==> src/rtl/conv_ctrl.sv <==
// 3x3 convolution controller: loads a kernel and an image over a valid/ready
// stream, then walks every fully-covered 3x3 window of the image buffer and
// streams out one signed 20-bit result per window.
module conv_ctrl #(
  parameter int unsigned IMG_W = 8,
  parameter int unsigned IMG_H = 8,
  parameter int unsigned AW    = 6
) (
  input  logic          clk,
  input  logic          rst_n,
  input  logic          start,
  input  logic          in_valid,
  output logic          in_ready,
  input  logic [7:0]    in_data,
  output logic          buf_we,
  output logic [AW-1:0] buf_waddr,
  output logic [7:0]    buf_wdata,
  output logic [AW-1:0] buf_raddr,
  input  logic [7:0]    buf_rdata,
  output logic          out_valid,
  input  logic          out_ready,
  output logic [19:0]   out_data,
  output logic          busy,
  output logic          done
);

  localparam int unsigned NPix = IMG_W * IMG_H;
  localparam logic [AW-1:0] LastPix = AW'(NPix - 1);
  localparam logic [AW-1:0] LastCol = AW'(IMG_W - 3);
  localparam logic [AW-1:0] LastRow = AW'(IMG_H - 3);

  typedef enum logic [2:0] {
    StIdle,
    StLoadK,
    StLoadI,
    StConv,
    StOut,
    StDone
  } state_e;

  state_e              state_q, state_d;
  logic [3:0]          kcnt_q, kcnt_d;   // kernel word index during LOAD_K
  logic [AW-1:0]       pix_q, pix_d;     // pixel index during LOAD_I
  logic [AW-1:0]       row_q, row_d;     // window top-left row
  logic [AW-1:0]       col_q, col_d;     // window top-left column
  logic [3:0]          tap_q, tap_d;     // CONV cycle within a window, 0..9
  logic signed [19:0]  acc_q, acc_d;
  logic signed [7:0]   k_q [9];
  logic                k_we;

  logic signed [7:0]   tap_k;
  logic signed [15:0]  prod;
  int unsigned         dr, dc;

  // Tap weight and product for the read issued one cycle earlier (tap_q - 1).
  always_comb begin
    tap_k = '0;
    if (tap_q != 4'd0 && tap_q < 4'd10) begin
      tap_k = k_q[tap_q - 4'd1];
    end
    prod = $signed(buf_rdata) * tap_k;
    dr   = 32'(tap_q) / 3;
    dc   = 32'(tap_q) % 3;
  end

  // Next-state, counters and all outputs; every output defaults to its idle value.
  always_comb begin
    state_d   = state_q;
    kcnt_d    = kcnt_q;
    pix_d     = pix_q;
    row_d     = row_q;
    col_d     = col_q;
    tap_d     = tap_q;
    acc_d     = acc_q;
    k_we      = 1'b0;
    in_ready  = 1'b0;
    buf_we    = 1'b0;
    buf_waddr = '0;
    buf_wdata = '0;
    buf_raddr = '0;
    out_valid = 1'b0;
    done      = 1'b0;

    unique case (state_q)
      StIdle: begin
        if (start) begin
          state_d = StLoadK;
          kcnt_d  = '0;
          pix_d   = '0;
          row_d   = '0;
          col_d   = '0;
          tap_d   = '0;
          acc_d   = '0;
        end
      end

      StLoadK: begin
        in_ready = 1'b1;
        if (in_valid) begin
          k_we = 1'b1;
          if (kcnt_q == 4'd8) begin
            kcnt_d  = '0;
            state_d = StLoadI;
          end else begin
            kcnt_d = kcnt_q + 4'd1;
          end
        end
      end

      StLoadI: begin
        in_ready = 1'b1;
        if (in_valid) begin
          buf_we    = 1'b1;
          buf_waddr = pix_q;
          buf_wdata = in_data;
          if (pix_q == LastPix) begin
            pix_d   = '0;
            tap_d   = '0;
            state_d = StConv;
          end else begin
            pix_d = pix_q + AW'(1);
          end
        end
      end

      StConv: begin
        // Cycle t issues the read for tap t; cycle t+1 accumulates it.
        if (tap_q < 4'd9) begin
          buf_raddr = AW'((32'(row_q) + dr) * IMG_W + 32'(col_q) + dc);
        end
        if (tap_q == 4'd0) begin
          acc_d = '0;
        end else begin
          acc_d = acc_q + {{4{prod[15]}}, prod};
        end
        if (tap_q == 4'd9) begin
          tap_d   = '0;
          state_d = StOut;
        end else begin
          tap_d = tap_q + 4'd1;
        end
      end

      StOut: begin
        out_valid = 1'b1;
        if (out_ready) begin
          if (col_q == LastCol) begin
            col_d = '0;
            if (row_q == LastRow) begin
              row_d   = '0;
              state_d = StDone;
            end else begin
              row_d   = row_q + AW'(1);
              state_d = StConv;
            end
          end else begin
            col_d   = col_q + AW'(1);
            state_d = StConv;
          end
        end
      end

      StDone: begin
        done    = 1'b1;
        state_d = StIdle;
      end

      default: state_d = StIdle;
    endcase
  end

  assign busy     = (state_q != StIdle);
  assign out_data = acc_q;

  // State, counters and accumulator.
  always_ff @(posedge clk or negedge rst_n) begin
    if (!rst_n) begin
      state_q <= StIdle;
      kcnt_q  <= '0;
      pix_q   <= '0;
      row_q   <= '0;
      col_q   <= '0;
      tap_q   <= '0;
      acc_q   <= '0;
    end else begin
      state_q <= state_d;
      kcnt_q  <= kcnt_d;
      pix_q   <= pix_d;
      row_q   <= row_d;
      col_q   <= col_d;
      tap_q   <= tap_d;
      acc_q   <= acc_d;
    end
  end

  // Kernel tap registers; they keep their values between jobs.
  always_ff @(posedge clk or negedge rst_n) begin
    if (!rst_n) begin
      for (int i = 0; i < 9; i++) begin
        k_q[i] <= '0;
      end
    end else if (k_we) begin
      k_q[kcnt_q] <= in_data;
    end
  end

endmodule
==> config.mk <==
export PLATFORM = sky130hd
export DESIGN_NAME = conv_ctrl
export DESIGN_NICKNAME = d
export VERILOG_FILES = /design/src/rtl/conv_ctrl.sv
export SDC_FILE = /design/constraint.sdc
export NUM_CORES = 1
export LEC_CHECK = 0
export ABC_AREA = 1
export CAP_MARGIN = 20
export CORE_UTILIZATION = 37
export CTS_CLUSTER_DIAMETER = 60
export DETAILED_ROUTE_END_ITERATION = 8
export GPL_TIMING_DRIVEN = 0
export SKIP_LAST_GASP = 1
export SYNTH_ARGS = -nofsm -noshare
export SYNTH_HDL_FRONTEND = slang
export SYNTH_SLANG_ARGS = --single-unit
export TNS_END_PERCENT = 10
==> constraint.sdc <==
create_clock -name clk -period 19.8 [get_ports clk]
set_input_delay 1.98 -clock clk [delete_from_list [all_inputs] [get_ports clk]]
set_output_delay 1.98 -clock clk [all_outputs]
set_load 0.01 [all_outputs]
==> flow_metrics.tcl <==
set metrics [dict create \
    outcome "finished, final reports clean" \
    cp_max_fo 11 \
    crit_top_cell "nand2_1" \
    numPortBuffers 65 \
    routed_wl_um 25500 \
    synth_flop_cell "dfrtp_1" \
    hp-class "reg -> reg" \
    startpoint "tap_q[0]" \
    timing.rr.start "tap_q[0]" \
    finalNetCount 1596 \
    rsz0062_at_grt "no" \
    tightest_slew_ns 0.632 \
    grt_usage 0.187 \
    syn_nets 1511 \
    final-seq-area_um2 3030 \
    worstSetupPathType "reg -> reg" \
    fp-row-count 61 \
    placed_area_um2 11600 \
    fill_cells 2801 \
    rr_endpoint "out_data[15]" \
    syn2layout_area_growth_pct 16.8 \
    min-delay-start "k_q[1]" \
    cp_data_required_time_ns 20.14 \
    grt_start_max_net_pins 89 \
    ant_nets 0 \
    grt_pass1_vias 8762 \
    synth_fa_ha_area_frac 0.205 \
    numCtsBuffers 17 \
    synth_area_um2 10400 \
    htree_levels 4 \
    critical_path.startpoint_type "flip-flop" \
    drc_errors 0 \
    yosysSeqAreaShare 0.291 \
    routedWlPerCell_um 13.9 \
    skew_ns 0.0186 \
    maxSlewViolCount 0 \
    worstSetupEndpointType "flip-flop" \
    cts_hold_buf 0 \
    core_area_um2 27700 \
    synth_top_family_by_area "simple AND/OR/NAND/NOR gates" \
    syn_inst 1356 \
    synthArstFlopShare 1.00 \
    synthSimpleGateAreaFrac 0.263 \
    synthXorXnorAreaFrac 0.0213 \
    hold_slack_ns 0.483 \
    multiInputGateArea_um2 6400 \
    synth_edf_count 0 \
    first_pass_iters 5 \
    slew_headroom 0.579 \
    drive_gt1_frac 0.0825 \
    synth.mux.area_fraction 0 \
    clock_path_buffers 2 \
    critPathSlowestCell "fa_1" \
    pin_count 66 \
    slowest_delay_ns 0.57 \
    syn_area_per_cell_um2 7.67 \
    min_period_ns 8.21 \
    ff2ff_setup_slack_ns 11.59 \
    cts_tree "built" \
    synth_cell_types 50 \
    initial_utilization 0.376 \
    cts_setup_buffers 0 \
    die_area_um2 28800 \
    tns_ns 0 \
    cap_violations 0 \
    maxClockFrequency_mhz 122 \
    die_h_um 170 \
    hpwl_um 20100 \
    vias_per_cell 4.85 \
    design_area_um2 12200 \
    via_count 8891 \
    grt_pass1_wl_um 43300 \
    timing.final.crit_share 0.415 \
    r2r_cells 37 \
    synth_compound_area_frac 0.125 \
    finalSetupViolCount 0 \
    cts_resized 0 \
    antenna_found_initial 0 \
    clk_latency_ns 0.42 \
    final-hold-violation-count 0 \
    antenna_cells 0 \
    synth_warnings 0 \
    routabilityCongestion 0.906 \
    die_x_um 170 \
    arrival_ns 8.55 \
    cts.clk_slew.worst_paths_ns 0.07 \
    clock-sinks 121 \
    cp-endpoint "out_data[15]" \
    grt-ovfl-total 0 \
    clockRootBuffer "clkbuf_16" \
    synth.ff_latch_count 121 \
    first_iter_violations 558 \
]
## Yosys cell counts, types with 5 or more instances
master,instances,area share
o21ai_1,9,0.0043
dfrtp_1,121,0.29
nand4_1,12,0.0072
nor3_1,12,0.0058
a22oi_1,9,0.0065
ha_1,73,0.088
xor2_1,12,0.010
inv_2,18,0.0065
clkbuf_1,8,0.0029
nand2_2,11,0.0066
fa_1,61,0.12
o22ai_1,6,0.0036
buf_2,12,0.0058
buf_6,6,0.0065
inv_1,195,0.070
nor2_1,115,0.041
nand4_4,5,0.010
nand2_1,348,0.13
xnor2_1,7,0.0059
o21ai_0,109,0.052
nand3b_1,7,0.0050
a21oi_1,78,0.038
nand3_1,59,0.028
nand3_2,7,0.0067
## worst max-delay path: cells and delay by family (launching register included)
kind | cells | cell delay (ns)
AO/OA/AOI/OAI | 8 | 1.42
XOR/XNOR | 1 | 0.15
adder cells (fa/ha/maj) | 7 | 3.33
buffers and inverters | 10 | 1.57
flip-flops | 1 | 0.43
AND/OR/NAND/NOR | 11 | 1.19
## through the flow
stage / util / std cells / worst slack (ns)
floorplan: - / 1356 / 12.82
global placement: 0.416 / 1799 / 11.57
detailed placement: 0.417 / 1800 / 11.56
CTS: 0.439 / 1832 / 11.57
global route: 0.439 / 1832 / 10.97
finish: 0.439 / 1832 / 11.59
## registers in the layout, indices dropped and copies added (netlist names)
register and count:
tap_q 4, pix_q 6, row_q 6, state_q 3
out_data 20, k_q 72, col_q 6, kcnt_q 4
## logic make-up (layout without fill, tap and decap cells)
kind of cell | after synthesis | count (layout)
simple gates | 600 | 600
buf+inv | 242 | 340
compound gates | 238 | 238
fa+ha+maj | 134 | 134
flops | 121 | 121
xor+xnor | 21 | 21
## worst min path at each step
stage / end / slack, ns / cells after the start
finish: k_q[1] / 0.48 / 2
CTS: k_q[1] / 0.49 / 2
global placement: k_q[2] / 0.46 / 2
global route: k_q[20] / 0.50 / 2
floorplan: k_q[32] / 0.45 / 2
detailed placement: k_q[22] / 0.47 / 2
## per-layer routing
| metal | part of all wire | vias up | GRT usage | wire length [um] |
|---|---|---|---|---|
| li1 | - | 4526 | - | - |
| met1 | 0.47 | 4181 | 0.249 | 12000 |
| met2 | 0.48 | 157 | 0.312 | 12200 |
| met3 | 0.031 | 27 | 0.0275 | 788 |
| met4 | 0.020 | 0 | 0.0564 | 514 |
| met5 | 0 | - | 0 | 0 |
## cell usage in the layout, fill, tap and decap left out, types with 5 or more instances in the layout
master and n:
xor2_1 12, inv_2 18, a21oi_1 78, inv_8 7
o21ai_1 9, nand4_4 5, dfrtp_1 121, buf_2 12
nor2_1 115, clkbuf_1 8, nand2_2 11, inv_1 195
ha_1 73, nand2_1 348, a22oi_1 9, buf_6 7
clkbuf_16 17, xnor2_1 7, clkdlybuf4s50_1 64, nand3b_1 7
nor3_1 12, nand3_2 7, nand3_1 59, nand4_1 12
fa_1 61, o21ai_0 109, o22ai_1 6
## area by class of cell
class,instances,area share
plain buffers,29,0.0148
clock buffers,17,0.0350
clock inverters,15,0.0144
inverters,213,0.0658
multi-input cells,993,0.526
flip-flops and latches,121,0.249
well taps,378,0.0389
repair buffers,66,0.0559
Power is not shown: default switching activity piles up to over one toggle a cycle in this logic, so the estimate is an artifact.
